===== src/rtl/uart_pkg.sv =====
// Shared UART definitions: receiver FSM states and the 16x oversample divisor.
package uart_pkg;

    typedef enum logic [1:0] {
        S_IDLE  = 2'd0,
        S_START = 2'd1,
        S_DATA  = 2'd2,
        S_STOP  = 2'd3
    } uart_state_e;

    localparam int unsigned OVERSAMPLE = 16;

    function automatic int unsigned calc_div(input int unsigned clk_freq,
                                             input int unsigned baud_rate);
        return clk_freq / (baud_rate * OVERSAMPLE);
    endfunction

endpackage


===== src/rtl/baud_rate_gen.sv =====
// Free-running oversample tick: one-cycle pulse every DIV clocks, first at DIV-1 after reset.
// No handshake; consumers simply qualify their logic with o_tick.
module baud_rate_gen #(
    parameter int unsigned DIV = 10
) (
    input  logic clk,
    input  logic rst,
    output logic o_tick
);

    localparam int unsigned CW = (DIV > 1) ? $clog2(DIV) : 1;
    localparam logic [CW-1:0] LAST = CW'(DIV - 1);

    logic [CW-1:0] cnt_q, cnt_d;

    assign o_tick = (cnt_q == LAST);

    always_comb begin
        cnt_d = o_tick ? '0 : cnt_q + CW'(1);
    end

    always_ff @(posedge clk or negedge rst) begin
        if (!rst) cnt_q <= '0;
        else      cnt_q <= cnt_d;
    end

endmodule


===== src/rtl/uart_rx.sv =====
// 8N1 receiver with 16x oversampling; o_rx_done fires ~152 ticks after the start edge.
// No backpressure: a new byte overwrites o_data whether or not it was consumed.
module uart_rx
    import uart_pkg::*;
#(
    parameter int unsigned CLK_FREQ  = 50_000_000,
    parameter int unsigned BAUD_RATE = 9600,
    parameter int unsigned DATA_BITS = 8,
    parameter int unsigned SB_TICK   = 16
) (
    input  logic                 clk,
    input  logic                 rst,
    input  logic                 i_rx,
    output logic [DATA_BITS-1:0] o_data,
    output logic                 o_rx_done,
    output logic                 o_frame_err
);

    localparam int unsigned DIV = calc_div(CLK_FREQ, BAUD_RATE);
    localparam int unsigned NW  = (DATA_BITS > 1) ? $clog2(DATA_BITS) : 1;
    localparam logic [NW-1:0] N_LAST  = NW'(DATA_BITS - 1);
    localparam logic [3:0]    S_MID   = 4'd7;
    localparam logic [3:0]    S_LAST  = 4'd15;
    localparam logic [3:0]    SB_LAST = 4'(SB_TICK - 1);

    logic tick;

    baud_rate_gen #(.DIV(DIV)) u_baud (
        .clk    (clk),
        .rst    (rst),
        .o_tick (tick)
    );

    logic rx_meta_q, rx_q, rx_prev_q;
    uart_state_e state_q, state_d;
    logic [3:0]           s_q, s_d;
    logic [NW-1:0]        n_q, n_d;
    logic [DATA_BITS-1:0] b_q, b_d;
    logic [DATA_BITS-1:0] data_q, data_d;
    logic                 done_q, done_d;
    logic                 ferr_q, ferr_d;

    // Synchroniser idles high so reset release never looks like a start edge.
    always_ff @(posedge clk or negedge rst) begin
        if (!rst) begin
            rx_meta_q <= 1'b1;
            rx_q      <= 1'b1;
            rx_prev_q <= 1'b1;
        end else begin
            rx_meta_q <= i_rx;
            rx_q      <= rx_meta_q;
            rx_prev_q <= rx_q;
        end
    end

    always_comb begin
        state_d = state_q;
        s_d     = s_q;
        n_d     = n_q;
        b_d     = b_q;
        data_d  = data_q;
        done_d  = 1'b0;
        ferr_d  = 1'b0;
        case (state_q)
            S_IDLE: begin
                if (rx_prev_q && !rx_q) begin
                    s_d     = 4'd0;
                    state_d = S_START;
                end
            end
            S_START: begin
                if (tick) begin
                    if (s_q == S_MID) begin
                        if (rx_q) begin
                            state_d = S_IDLE;
                        end else begin
                            s_d     = 4'd0;
                            n_d     = '0;
                            state_d = S_DATA;
                        end
                    end else begin
                        s_d = s_q + 4'd1;
                    end
                end
            end
            S_DATA: begin
                if (tick) begin
                    if (s_q == S_LAST) begin
                        b_d = {rx_q, b_q[DATA_BITS-1:1]};
                        s_d = 4'd0;
                        if (n_q == N_LAST) state_d = S_STOP;
                        else               n_d = n_q + NW'(1);
                    end else begin
                        s_d = s_q + 4'd1;
                    end
                end
            end
            S_STOP: begin
                if (tick) begin
                    if (s_q == SB_LAST) begin
                        if (rx_q) begin
                            data_d = b_q;
                            done_d = 1'b1;
                        end else begin
                            ferr_d = 1'b1;
                        end
                        state_d = S_IDLE;
                    end else begin
                        s_d = s_q + 4'd1;
                    end
                end
            end
            default: state_d = S_IDLE;
        endcase
    end

    always_ff @(posedge clk or negedge rst) begin
        if (!rst) begin
            state_q <= S_IDLE;
            s_q     <= 4'd0;
            n_q     <= '0;
            b_q     <= '0;
            data_q  <= '0;
            done_q  <= 1'b0;
            ferr_q  <= 1'b0;
        end else begin
            state_q <= state_d;
            s_q     <= s_d;
            n_q     <= n_d;
            b_q     <= b_d;
            data_q  <= data_d;
            done_q  <= done_d;
            ferr_q  <= ferr_d;
        end
    end

    assign o_data      = data_q;
    assign o_rx_done   = done_q;
    assign o_frame_err = ferr_q;

endmodule


===== config.mk =====
export PLATFORM = sky130hd
export DESIGN_NAME = uart_rx
export DESIGN_NICKNAME = d
export VERILOG_FILES = /design/src/rtl/uart_pkg.sv /design/src/rtl/baud_rate_gen.sv /design/src/rtl/uart_rx.sv
export SDC_FILE = /design/constraint.sdc
export NUM_CORES = 1
export LEC_CHECK = 0
export ABC_AREA = 1
export CAP_MARGIN = 10
export CORE_AREA = 4 4 85 87
export DETAILED_ROUTE_END_ITERATION = 8
export DIE_AREA = 0 0 89 91
export GPL_ROUTABILITY_DRIVEN = 0
export HOLD_SLACK_MARGIN = 0.08
export PLACE_DENSITY_LB_ADDON = 0.15
export SLEW_MARGIN = 0
export SYNTH_ARGS = -nofsm -noshare
export SYNTH_HDL_FRONTEND = slang
export SYNTH_SLANG_ARGS = --single-unit

===== constraint.sdc =====
create_clock -name clk -period 1.6 [get_ports clk]
set_input_delay 0.16 -clock clk [delete_from_list [all_inputs] [get_ports clk]]
set_output_delay 0.16 -clock clk [all_outputs]
set_load 0.02 [all_outputs]

Word-level counts from Yosys, hierarchy flattened
Cells that the tools add are included.

Output and inout bits: 10. Memory bits (writable): 0. Memory bits (read-only): 0. Memories: 0. Bits in latches: 0. Logic and storage cells: 77. Input bits: 3. Bits in registers: 39.

Div/mod/pow operators: 0. Shift operators: 0. Add/sub/neg operators: 3. Reductions and logical operators: 9. Multiplexer cells: 35. $lt $le $gt $ge: 0. Eq/ne operators: 19. $mul: 0. Bitwise logic cells: 0.

Operator list (count): two-way mux 4 bit (8); two-way mux 2 bit (9); two-way mux 3 bit (6); inequality test 2 bit, second input constant (8); case mux 4 bit (4 select lines) (1); adder 9 x 1 -> 9 bit, second input constant (1); equality test 9 bit, second input constant (1); two-way mux 9 bit (1); two-way mux 1 bit (8); case mux 2 bit (4 select lines) (1); AND reduction 8 bit (1); AND reduction 7 bit (1); inequality test 2 x 1 -> 1 bit, second input constant (3); case mux 3 bit (2 select lines) (1); AND reduction 6 bit (1); adder 4 x 1 -> 4 bit, second input constant (1); equality test 2 bit, second input constant (2); equality test 4 x 3 -> 1 bit, second input constant (1); equality test 4 bit, second input constant (1); AND reduction 4 bit (1); adder 3 x 1 -> 3 bit, second input constant (1); equality test 3 bit, second input constant (1); inequality test 3 bit, second input constant (1); AND reduction 3 bit (1); 5 further kinds (5).

Logic depth before layout (Yosys ltp)
Depth after elaboration: 5. Gate-level depth with buffers: 10. Mapped depth without buffers: 10.

Hierarchy
From an unflattened synthesis, not the netlist that was laid out.

Cell total of the unflattened synthesis: 231. Area, all modules: 1954.4 µm².

By module, submodules not included: uart_rx (sequential area each 754.5 µm², cells each 164, times used 1, area each 1473.9 µm²); baud_rate_gen (sequential area each 225.2 µm², cells each 67, times used 1, area each 480.5 µm²).

Worst setup path before layout
Ideal clock, no wire load.

Path kind: reg-to-reg. From: reg u_baud.cnt_q[0]. To: reg data_q[7] (netlist: o_data[7]). Clock period less this slack: 1437 ps. Arrival time: 1318 ps. Cell stages (with the launch flop): 11. Path slack: 163 ps. Cell sequence: dfrtp_1 -> inv_1 -> ha_1 -> nand2_1 -> nor2_1 -> nand2_2 -> inv_2 -> nand3_4 -> buf_6 -> nand2_1 -> o21ai_2.

Longest elaborated chain between the ends: 2.

RTL lines: from (decl) (line baud_rate_gen.sv:14) `logic [CW-1:0] cnt_q, cnt_d;`; from (signal assigned) (line baud_rate_gen.sv:24) `else cnt_q <= cnt_d;`; equality test 9 bit (line baud_rate_gen.sv:16) `assign o_tick = (cnt_q == LAST);`; AND reduction 4 bit (no line); to (signal assigned) (line uart_rx.sv:131) `data_q <= data_d;`; to (decl) (line uart_rx.sv:39) `logic [DATA_BITS-1:0] data_q, data_d;`.

Every way passes these cells. A chain may end at the register's enable or synchronous reset.

Worst setup path after layout
From: reg u_baud.cnt_q[0]. To: reg state_q[0].

Longest elaborated chain between the ends: 3.

RTL lines: equality test 9 bit * (line baud_rate_gen.sv:16); inequality test 2 x 1 -> 1 bit (no line); AND reduction 8 bit (no line) *; to (signal assigned) (line uart_rx.sv:127) `state_q <= state_d;`; to (decl) (line uart_rx.sv:35) `uart_state_e state_q, state_d;`.

Every way passes the cells marked *; elsewhere a longest branch is shown, timed or not.

==> flow_summary.json <==
{
  "first_global_vias": 1326,
  "start_util_pct": 29.6,
  "io_pins": 13,
  "grtUsageTotal_pct": 8.90,
  "fin_crit_ns": 1.51,
  "synth_area_leaders": "dfrtp_1 (48%), nand2_1 (10%), o21ai_2 (7.0%), inv_1 (5.8%), dfstp_2 (4.2%)",
  "final_cell_area_mm2": 0.00227,
  "core_mm2": 0.00635,
  "hp-class": "input pin to flip-flop",
  "grt_overflow": 0,
  "synth_top_area_cell": "dfrtp_1",
  "r2r_end": "state_q[0]",
  "path_clk_slew_ns": 0.08,
  "dp.cells": 299,
  "start_kind": "flip-flop",
  "worstPathMaxFanout": 8,
  "fin_cells": 309,
  "synth_cell_type_count": 24,
  "reg2reg_from": "u_baud.cnt_q[0]",
  "synthCells": 207,
  "antenna_cells": 0,
  "drive_above_1_share_pct": 20.7,
  "final_cell_mix": "nand2_1 (52), dfrtp_1 (36), inv_1 (29), nor2_1 (16), o21ai_2 (15)",
  "row_count": 29,
  "worst_slack_ns": 0.0896,
  "yosysWarnings": 0,
  "tightestPinTransition_ns": 0.450,
  "cts_root_buf": "clkbuf_8",
  "cts_tree": "yes",
  "peakVddDrop_v": 0.000473,
  "ys_async_sr_fraction_pct": 100,
  "areaGrowthSynthToFinish_pct": 20.9,
  "power.density_mw_per_mm2": 1090,
  "fin_crit_sh_pct": 94.4,
  "p_comb_share_pct": 21.6,
  "viasPerCell": 4.34,
  "die_h_um": 91,
  "maxCapViolations": 0,
  "grt_max_degree": 23,
  "wl_mm": 3.37,
  "outcome": "finished clean",
  "hold_violations": 0,
  "p_int_mw": 1.70,
  "syn_nets": 215,
  "post-place-ws_ns": 0.0238,
  "syn_area_mm2": 0.00188,
  "cts.path.max_buffers": 2,
  "grt_pass1_wl_mm": 5.80,
  "dpl.hpwl_mm": 2.36,
  "fin_tns_setup_ns": 0,
  "slew_headroom_pct": 70.0,
  "pwr-share-seq_pct": 45.0,
  "endpoint_kind": "flip-flop",
  "p_clk_share_pct": 33.4,
  "required_ns": 1.78,
  "htree_levels": 2,
  "setup_viol": 0,
  "post_dp_cell_area_mm2": 0.00212,
  "portBuffers": 12,
  "clock_skew_ns": 0.00366,
  "multi_input_area_um2": 792,
  "dr.pass1.iters": 4,
  "synth_seq_cells": 39,
  "die_w_um": 89,
  "ys_seq_area_share_pct": 52.1,
  "path_class": "flip-flop to flip-flop",
  "fmax_ghz": 0.662,
  "dieArea_mm2": 0.00810,
  "cts_made_buffers": 5,
  "vias": 1342,
  "endpoint": "state_q[0]",
  "clock_sinks": 39,
  "wire_per_inst_um": 10.9,
  "final_common_cell": "nand2_1",
  "fillCellCount": 646,
  "drv_slew": 0,
  "ant_nets": 0,
  "nets": 239,
  "power.leakage_nw": 1.09,
  "grt_antenna_before_repair": 0,
  "crit_path_start": "u_baud.cnt_q[0]",
  "synth_flop_cell": "dfrtp_1",
  "critPathArrivalTime_ns": 1.69,
  "swShare_pct": 31.5,
  "regArea_um2": 980,
  "drc": 0,
  "clk_latency_ns": 0.28,
  "rsz0062_at_grt": "true",
  "regToRegSetupSlack_ns": 0.09,
  "postCtsSetupBuffers": 0,
  "drt_iter0_markers": 56,
  "power.switching_uw": 783,
  "synth_edf_count": 0,
  "power_mw": 2.49,
  "post-synth-top-area-fraction_pct": 47.9,
  "syn_avg_cell_area_um2": 9.09,
  "reg2reg_depth": 8
}
## how the worst min path moves through the flow
stage,from,endpoint,slack (ns),cells past startpoint
2_1_floorplan,rst,async pin,-0.14,0
3_3_place_gp,rst,u_baud.cnt_q[7],0.14,1
3_5_place_dp,rst,u_baud.cnt_q[8],0.14,1
4_1_cts,i_rx,rx_meta_q,0.27,1
5_1_grt,i_rx,rx_meta_q,0.27,1
6_report,i_rx,rx_meta_q,0.28,1
## cell type report
cell class	count	share of cell area, %
repair buffers	18	7.70
multi-input cells	136	34.8
well taps	77	4.24
flip-flops and latches	39	43.1
clock inverters	3	1.93
inverters	31	5.23
clock buffers	5	3.03
## metal layers
layer,vias to the layer above,share of wire [%],track usage [%]
li1,710,-,-
met1,619,48,11.7
met2,11,49,14.4
met3,2,2.8,2.44
met4,0,0.53,2.23
met5,-,0,0
## critical path, cell delays in order, from the launching register on
cell and delay, ns:
dfrtp_1 0.40, inv_1 0.06, ha_1 0.13, nand2_1 0.05, nor2_1 0.12, nand2_2 0.14, nand2_1 0.20, nand4_1 0.13
and2_1 0.17
## kinds of logic (layout without fill, tap and decap cells)
kind of cell	Yosys count	after routing	share of synthesized area (%)
flip-flops	39	39	52.1
XOR/XNOR	3	3	1.40
buffers and inverters	33	57	7.38
AND/OR/NAND/NOR	99	100	25.2
AO/OA/AOI/OAI	28	28	10.6
adder cells (fa/ha/maj)	5	5	3.32
## cell usage after synthesis, types with 2 or more instances
library cell  count
a21oi_1           3
buf_6             2
dfrtp_1          36
dfstp_2           3
ha_1              5
inv_1            29
inv_2             2
nand2_1          52
nand2_2           3
nand3_1          12
nand3_4           2
nand4_1           5
nor2_1           16
nor2_2            2
nor2_4            2
o21ai_0           9
o21ai_2          15
xor2_1            3
## metrics by stage
| stage | hold WS, ns | util (%) |
|---|---|---|
| 6_report | 0.276 | 35.8 |
| 5_1_grt | 0.273 | 35.8 |
| 4_1_cts | 0.269 | 35.3 |
| 3_5_place_dp | 0.143 | 33.4 |
| 3_3_place_gp | 0.136 | 33.4 |
| 2_1_floorplan | -0.136 | - |
## timing repair
item                                   4_1_cts  5_1_grt
hold buffers                                 1        0
resized for setup                            0        4
endpoints found under the hold margin       17        0
setup endpoints to repair                    0       15
## sequential cells by signal, indices dropped and copies added (netlist names), named ones only
signal        count
s_q               4
o_data            8
o_rx_done         1
rx_meta_q         1
o_frame_err       1
state_q           1
rx_prev_q         1
n_q               3
u_baud.cnt_q      9
b_q               8
rx_q              1
## power groups by stage
stage          clock (mW)  combinational, mW  sequential [mW]
2_1_floorplan           0              0.369             1.13
3_3_place_gp            0              0.537             1.14
3_5_place_dp            0              0.527             1.14
4_1_cts             0.866              0.531             1.12
5_1_grt             0.911              0.618             1.13
6_report            0.829              0.536             1.12
(Power assumes the default switching activity.)
